===== src/rtl/mdu_iter_pkg.sv =====
// Shared definitions for the iterative multiply/divide unit: op and state encodings,
// default operand width and small op-decoding helpers.
package mdu_iter_pkg;

   localparam int unsigned WIDTH_DEF = 32;

   typedef enum logic [1:0] {
      OP_MULT  = 2'b00,
      OP_MULTU = 2'b01,
      OP_DIV   = 2'b10,
      OP_DIVU  = 2'b11
   } mdu_op_e;

   typedef enum logic [1:0] {
      S_IDLE = 2'b00,
      S_CALC = 2'b01,
      S_FIX  = 2'b10
   } mdu_state_e;

   function automatic logic op_is_div(input mdu_op_e o);
      return o[1];
   endfunction

   function automatic logic op_is_signed(input mdu_op_e o);
      return ~o[0];
   endfunction

endpackage


===== src/rtl/mdu_neg.sv =====
// Combinational conditional two's-complement negate: result = en ? -value : value.
module mdu_neg #(
   parameter int unsigned W = 32
) (
   input  logic [W-1:0] value,
   input  logic         en,
   output logic [W-1:0] result
);

   assign result = en ? (~value + 1'b1) : value;

endmodule


===== src/rtl/mdu_iter.sv =====
// Iterative MULT/MULTU/DIV/DIVU unit with architectural HI/LO registers, a start/busy/done
// handshake and MTHI/MTLO write port. One result bit per cycle over WIDTH cycles.
module mdu_iter
   import mdu_iter_pkg::*;
#(
   parameter int unsigned WIDTH = WIDTH_DEF
) (
   input  logic             clk,
   input  logic             rst,
   input  logic             start,
   input  logic [1:0]       op,
   input  logic [WIDTH-1:0] a,
   input  logic [WIDTH-1:0] b,
   input  logic             mthi,
   input  logic             mtlo,
   input  logic [WIDTH-1:0] wdata,
   output logic             busy,
   output logic             done,
   output logic [WIDTH-1:0] hi,
   output logic [WIDTH-1:0] lo
);

   localparam int unsigned CW = $clog2(WIDTH) + 1;

   mdu_state_e         state, state_nx;
   mdu_op_e            op_in, op_q;
   logic               launch, move_ok, calc_last;
   logic               in_signed, prod_neg, rem_neg;
   logic [CW-1:0]      cnt;
   logic [WIDTH-1:0]   opnd;
   logic [2*WIDTH-1:0] acc, acc_nx;
   logic [WIDTH-1:0]   a_mag, b_mag;
   logic [2*WIDTH-1:0] prod_fixed;
   logic [WIDTH-1:0]   quo_fixed, rem_fixed;
   logic [WIDTH:0]     msum, shifted;
   logic [WIDTH-1:0]   dsub;
   logic               ge;

   assign op_in     = mdu_op_e'(op);
   assign in_signed = op_is_signed(op_in);
   assign busy      = (state != S_IDLE);
   assign calc_last = (cnt == CW'(WIDTH - 1));

   mdu_neg #(.W(WIDTH)) u_abs_a (.value(a), .en(in_signed & a[WIDTH-1]), .result(a_mag));
   mdu_neg #(.W(WIDTH)) u_abs_b (.value(b), .en(in_signed & b[WIDTH-1]), .result(b_mag));

   mdu_neg #(.W(2*WIDTH)) u_fix_prod (.value(acc), .en(prod_neg), .result(prod_fixed));
   mdu_neg #(.W(WIDTH)) u_fix_quo (.value(acc[WIDTH-1:0]), .en(prod_neg), .result(quo_fixed));
   mdu_neg #(.W(WIDTH)) u_fix_rem (.value(acc[2*WIDTH-1:WIDTH]), .en(rem_neg), .result(rem_fixed));

   always_ff @(posedge clk or posedge rst) begin
      if (rst) state <= S_IDLE;
      else     state <= state_nx;
   end

   always_comb begin
      state_nx = state;
      launch   = 1'b0;
      move_ok  = 1'b0;
      case (state)
         S_IDLE: begin
            if (start) begin
               launch   = 1'b1;
               state_nx = S_CALC;
            end else begin
               move_ok = 1'b1;
            end
         end
         S_CALC:  if (calc_last) state_nx = S_FIX;
         S_FIX:   state_nx = S_IDLE;
         default: state_nx = S_IDLE;
      endcase
   end

   // acc holds {partial, multiplier} for mult and {remainder, dividend/quotient} for div;
   // both shift one bit per iteration so the same register serves either op.
   always_comb begin
      msum    = {1'b0, acc[2*WIDTH-1:WIDTH]} + (acc[0] ? {1'b0, opnd} : '0);
      shifted = acc[2*WIDTH-1:WIDTH-1];
      ge      = (shifted >= {1'b0, opnd});
      dsub    = shifted[WIDTH-1:0] - opnd;
      if (op_is_div(op_q))
         acc_nx = ge ? {dsub, acc[WIDTH-2:0], 1'b1}
                     : {shifted[WIDTH-1:0], acc[WIDTH-2:0], 1'b0};
      else
         acc_nx = {msum, acc[WIDTH-1:1]};
   end

   always_ff @(posedge clk or posedge rst) begin
      if (rst) begin
         op_q     <= OP_MULT;
         opnd     <= '0;
         acc      <= '0;
         cnt      <= '0;
         prod_neg <= 1'b0;
         rem_neg  <= 1'b0;
      end else if (launch) begin
         op_q     <= op_in;
         opnd     <= b_mag;
         acc      <= {{WIDTH{1'b0}}, a_mag};
         cnt      <= '0;
         prod_neg <= in_signed & (a[WIDTH-1] ^ b[WIDTH-1]);
         rem_neg  <= in_signed & a[WIDTH-1];
      end else if (state == S_CALC) begin
         acc <= acc_nx;
         cnt <= cnt + 1'b1;
      end
   end

   always_ff @(posedge clk or posedge rst) begin
      if (rst) begin
         hi   <= '0;
         lo   <= '0;
         done <= 1'b0;
      end else begin
         done <= (state == S_FIX);
         if (state == S_FIX) begin
            if (op_is_div(op_q)) begin
               hi <= rem_fixed;
               lo <= quo_fixed;
            end else begin
               {hi, lo} <= prod_fixed;
            end
         end else if (move_ok) begin
            if (mthi) hi <= wdata;
            if (mtlo) lo <= wdata;
         end
      end
   end

endmodule


===== config.mk =====
export PLATFORM = sky130hd
export DESIGN_NAME = mdu_iter
export DESIGN_NICKNAME = d
export VERILOG_FILES = /design/src/rtl/mdu_iter_pkg.sv /design/src/rtl/mdu_neg.sv /design/src/rtl/mdu_iter.sv
export SDC_FILE = /design/constraint.sdc
export NUM_CORES = 1
export LEC_CHECK = 0
export BUFFER_PORTS_ARGS = -buffer_cell sky130_fd_sc_hd__buf_2
export CORE_MARGIN = 1
export CORE_UTILIZATION = 55
export CTS_BUF_LIST = sky130_fd_sc_hd__clkbuf_4
export DETAILED_ROUTE_END_ITERATION = 8
export PLACE_DENSITY = 0.76
export SETUP_SLACK_MARGIN = 0.2
export SLEW_MARGIN = 20
export SYNTH_ARGS = -nofsm -noshare
export SYNTH_HDL_FRONTEND = slang
export SYNTH_SLANG_ARGS = --single-unit

===== constraint.sdc =====
create_clock -name clk -period 8.25 [get_ports clk]
set_input_delay 1.65 -clock clk [delete_from_list [all_inputs] [get_ports clk]]
set_output_delay 1.65 -clock clk [all_outputs]
set_load 0.1 [all_outputs]

# Word level (Yosys, flattened, before mapping)
# Index checks and enable logic that the tools add are counted.
totals:
  inputBits: 103
  ff_bits: 173
  elab_cells: 70
  output_inout_bits: 66
classes:
  n_eq_ne: 5
  addsub: 8
  magnitude_cmp: 1
  n_reduce_logical: 9
  mux: 27
  bitwise_logic: 10
op_table:
  columns: ["operator", "n"]
  rows:
  - ["$mux W32", 13]
  - ["$mux W64", 5]
  - ["$add A32 B1 Y32 const B", 4]
  - ["$not A32 Y32", 4]
  - ["$add A64 B1 Y64 const B", 1]
  - ["$not A64 Y64", 1]
  - ["$add A32 B32 Y33", 1]
  - ["$ge A33 B32 Y1", 1]
  - ["$sub A32 B32 Y32", 1]
  - ["$mux W6", 2]
  - ["$reduce_bool A2 Y1", 5]
  - ["$add A6 B1 Y6 const B", 1]
  - ["$eq A6 B5 Y1 const B", 1]
  - ["$reduce_and A2 Y1", 3]
  - ["$mux W1", 4]
  - ["$mux W2", 2]
  - ["$ne A2 B2 Y1 const B", 2]
  - ["$pmux W2 S2", 1]
  - ["$and A1 B1 Y1", 3]
  - ["$eq A2 B1 Y1 const B", 1]
  - ["$eq A2 B2 Y1 const B", 1]
  - ["$logic_not A2 Y1", 1]
  - ["$not A1 Y1", 1]
  - ["$xor A1 B1 Y1", 1]

# Depth between registers and ports, before layout
logic_depth:
  ltp_word: 5
  ltp_mapped: 14
  mapped_depth_nobuf: 13

# Cells and area by module
# A second synthesis with hierarchy kept.
unflattened:
  cells_unflattened: 2004
  area_unflattened_um2: 17299.1
by_module_without_submodules:
  columns: ["mod", "area_each_um2", "instances", "cells_per_inst"]
  rows:
  - ["mdu_iter", 12542.0, 1, 1402]
  - ["mdu_neg at u_abs_a ...", 777.0, 4, 99]
  - ["mdu_neg at u_fix_prod", 1649.1, 1, 206]

# Worst setup path after synthesis
# Ideal clock, no wire load.
synth_path:
  path_kind: "input to register"
  startpoint: "input port b[8]"
  endpoint: "register opnd[30]"
  stages: 9
  n_path_buf: 0
  t_arrival_ns: 3.747
  setup_slack_ns: 4.373
  setup_time_ns: 0.130
  path_cell_list: "nor4_2 > or3b_1 > or4b_4 > nand2b_4 > nor4_4 > nand2_1 > o41ai_2 > xor2_1 > o21ai_1"
synth_between:
  elab_chain_len: 3
synth_lines:
  columns: ["element", "line", "rtl"]
  rows:
  - ["from (decl)", "mdu_iter.sv:13", "input logic [WIDTH-1:0] b,"]
  - ["$not A32 Y32", "mdu_neg.sv:10", "assign result = en ? (~value + 1'b1) : value;"]
  - ["$add A32 B1 Y32", "mdu_neg.sv:10", null]
  - ["$mux W32", "mdu_neg.sv:10", null]
  - ["to (signal assigned)", "mdu_iter.sv:99", "opnd <= b_mag;"]
  - ["to (decl)", "mdu_iter.sv:30", "logic [WIDTH-1:0] opnd;"]
# Every way passes these cells.
# A chain may end at the register's enable or synchronous reset.

# Final worst setup path
layout_path:
  startpoint: "register acc[0]"
  endpoint: "register acc[62]"
layout_between:
  elab_chain_len: 5
layout_lines:
  columns: ["element", "line", "rtl"]
  rows:
  - ["from (decl)", "mdu_iter.sv:31", "logic [2*WIDTH-1:0] acc, acc_nx;"]
  - ["from (signal assigned)", "mdu_iter.sv:100", "acc <= {{WIDTH{1'b0}}, a_mag};"]
  - ["from (signal assigned)", "mdu_iter.sv:105", "acc <= acc_nx;"]
  - ["$mux W32", "mdu_iter.sv:78", "msum = {1'b0, acc[2*WIDTH-1:WIDTH]} + (acc[0] ? {1'b0, opnd} : '0);"]
  - ["$add A32 B32 Y33", "mdu_iter.sv:78", null]
  - ["$mux W64", "mdu_iter.sv:82", "if (op_is_div(op_q))"]
  - ["$mux W64", "mdu_iter.sv:104", "end else if (state == S_CALC) begin"]
  - ["$mux W64", "mdu_iter.sv:97", "end else if (launch) begin"]
# Every way passes these cells. The select of a mux whose other input is x is not followed.

==> out/summary.txt <==
status - completed
count of cell types in the netlist - 83
Routed WL - 42600 um
Fill cells - 2340
# setup viols final - 0
drt pass-1 iters - 5
Critical Path Source Type - flip-flop
number of CTS-inserted buffers - 17
critical path's top delay family - compound AO/OA/AOI/OAI gates
leading area contributor after synthesis - dfrtp_1
total negative slack - 0 ns
vias in the first global route - 12600
Net Sw Frac - 0.569
Port Buf Inserts - 168
asr flop ratio synth - 1.00
GRT Util Overall - 0.328
yosys warns - 0
Syn-to-layout area delta - 9.39%
worst skew pair latency - 0.62 ns
crit path cell chain - inv_1, nor2_1, ha_1, o21ai_0, o21ai_0, nand2_1, a41o_1, o21ba_2, o21ai_1, or3b_1, mux2_2, o211ai_1
global-route wire length before repair - 68100 um
hold slack final - 0.490 ns
commonest non-fill, non-tap cell in the layout - a21oi_1
Flop pwr share - 0.255
area of the multi-input gates - 9190 um^2
EDFF count, synth - 0
endpoint class of the critical path - flip-flop
slowest stage delay, CP - 0.75 ns
Sw Pwr - 3610 uW
Core ar. - 25100 um^2
dpl cell area - 15100 um^2
die width - 162 um
MaxCap Viol Count - 0
Buf+Inv Stages, Crit Path - 1
routed len/inst - 19.3 um
number of remaining DRC errors - 0
slowest CP cell - inv_1
Syn Nets - 1938
CTS Sinks - 172
fin crit share - 0.481
layout cells sized above 1 - 0.146
Antenna Nets Post-Route - 0
Final Max Tran Viols - 0
CP Class - flip-flop to flip-flop
Clock Path Buffers - 2
synthesized area per cell - 7.97 um^2
clock root cell - clkbuf_4
Vert. Die Dim - 162 um
static leakage - 0.00678 uW
CP arrival - 4.49 ns
commonest cells after routing, fill and taps aside - a21oi_1 (188), nor2_1 (173), dfrtp_1 (171)
DR vias/cell - 6.24
worst min path class - flip-flop to flip-flop
fin crit period - 3.97 ns
top_reg_cell synth - dfrtp_1
num rows - 58
TritonCTS clock tree - built
postcts setup bufs - 0
Pwr Total - 6340 uW
clock group share of total power - 0.082
internal power - 2730 uW
DRT iter0 DRCs - 1467
Clock Skew - 0.0439 ns
Final nets - 2041
Worst Max-Slew Pin Slew - 1.13 ns
Worst Path Required - 8.77 ns
final hold violation count - 0
hold buffer count at CTS - 0
routed vias - 13800
top cells by area, synth - dfrtp_1 (31%), a21oi_1 (6.7%), ha_1 (6.1%)
CTS H-Tree Depth - 4
top-area cell type share of the netlist area - 0.306
#FFs+latches synth - 172
register clock-pin slew on the reported worst setup and hold paths - 0.16 ns
Post-Syn Instances - 1764
worst-path fanout max - 32
Worst IR Drop VDD - 0.226 mV
Seq/Total Area, Yosys - 0.306
Rel. slew slack - 0.246
crit-path most repeated cell - o21ai_0
fin area - 15400 um^2
Final Wtd Congestion - 0.972
I/O Pins - 169
Max Fclk - 252 MHz
pwr dens - 412 nW/um^2
GRT overflow - 0
initial core utilization - 0.560
RSZ-0062 raised after global routing - false
initial antenna violation count - 1
Die ar. - 26200 um^2
Post-DP HPWL - 32300 um
Synth Cell Area - 14100 um^2
post-CTS sizing - 0
largest net degree at the start of global routing - 79
register area - 4310 um^2
combinational share of power - 0.663
## routing by layer
| metal | global-route usage | vias to the layer above | part of all wire |
|---|---|---|---|
| met5 | 0 | - | 0 |
| li1 | - | 6567 | - |
| met1 | 0.482 | 6583 | 0.45 |
| met2 | 0.505 | 596 | 0.45 |
| met3 | 0.0488 | 57 | 0.087 |
| met4 | 0.0785 | 0 | 0.019 |
## sequential cells by signal, summed over array words and instances, names as in the netlist
| signal | flops |
|---|---|
| acc | 64 |
| hi | 32 |
| lo | 32 |
| opnd | 32 |
| cnt | 6 |
| state | 2 |
| done | 1 |
| op_q | 1 |
| prod_neg | 1 |
| rem_neg | 1 |
## synth_stat cells (29+ instances only)
library cell and count:
o31ai_1 29, o21ai_0 166, a21o_1 34, dfrtp_1 172
nand2_1 164, nor2_1 175, a22oi_1 29, xor2_1 88
xnor2_1 78, inv_1 59, clkbuf_1 85, nor3_1 34
ha_1 69, a21oi_1 188
## power groups by stage
stage	Clock, uW	Combinational, uW	Sequential (uW)
floorplan	0	2610	2130
global placement	0	4080	1610
detailed placement	0	4130	1620
CTS	525	4140	1600
global route	554	4570	1650
finish	523	4200	1610
## cells by family (layout without fill, tap and decap cells)
kind of cell / count (synthesis) / count (layout) / share of synthesized area
XOR/XNOR: 166 / 166 / 0.103
AO/OA/AOI/OAI: 596 / 596 / 0.259
AND/OR/NAND/NOR: 560 / 560 / 0.195
multiplexers: 40 / 40 / 0.0300
flip-flops: 172 / 172 / 0.306
buffers and inverters: 159 / 275 / 0.0431
other: 0 / 2 / 0
adder cells (fa/ha/maj): 71 / 71 / 0.0642
## stage by stage
stage | util | std cells | setup WS (ns)
final | 0.613 | 2212 | 4.28
after global routing | 0.613 | 2211 | 4.07
after CTS | 0.612 | 2210 | 4.32
after detailed placement | 0.601 | 2178 | 3.84
after global placement | 0.600 | 2177 | 4.05
after floorplan | - | 1764 | 1.94
## path summary, 6_finish.rpt
| kind | start | endpoint | slack, ns | depth (start not counted) |
|---|---|---|---|---|
| hold reg to reg | cnt[5] | cnt[5] | 0.49 | 1 |
| min in group asynchronous | rst | acc[44] | 1.04 | 2 |
| hold / removal | cnt[5] | cnt[5] | 0.49 | 1 |
| max in group asynchronous | rst | lo[23] | 5.87 | 3 |
| setup reg to reg | acc[0] | acc[62] | 4.28 | 12 |
| setup / recovery | acc[0] | acc[62] | 4.28 | 12 |
## cell type report
class | count | area share
sequential | 172 | 0.280
timing repair buffer | 183 | 0.0620
clock inverter | 15 | 0.0107
clock buffer | 17 | 0.00830
inverter | 60 | 0.0150
antenna | 2 | 0.000325
tap | 330 | 0.0268
multi-input combinational | 1433 | 0.597
(Power assumes the default switching activity.)
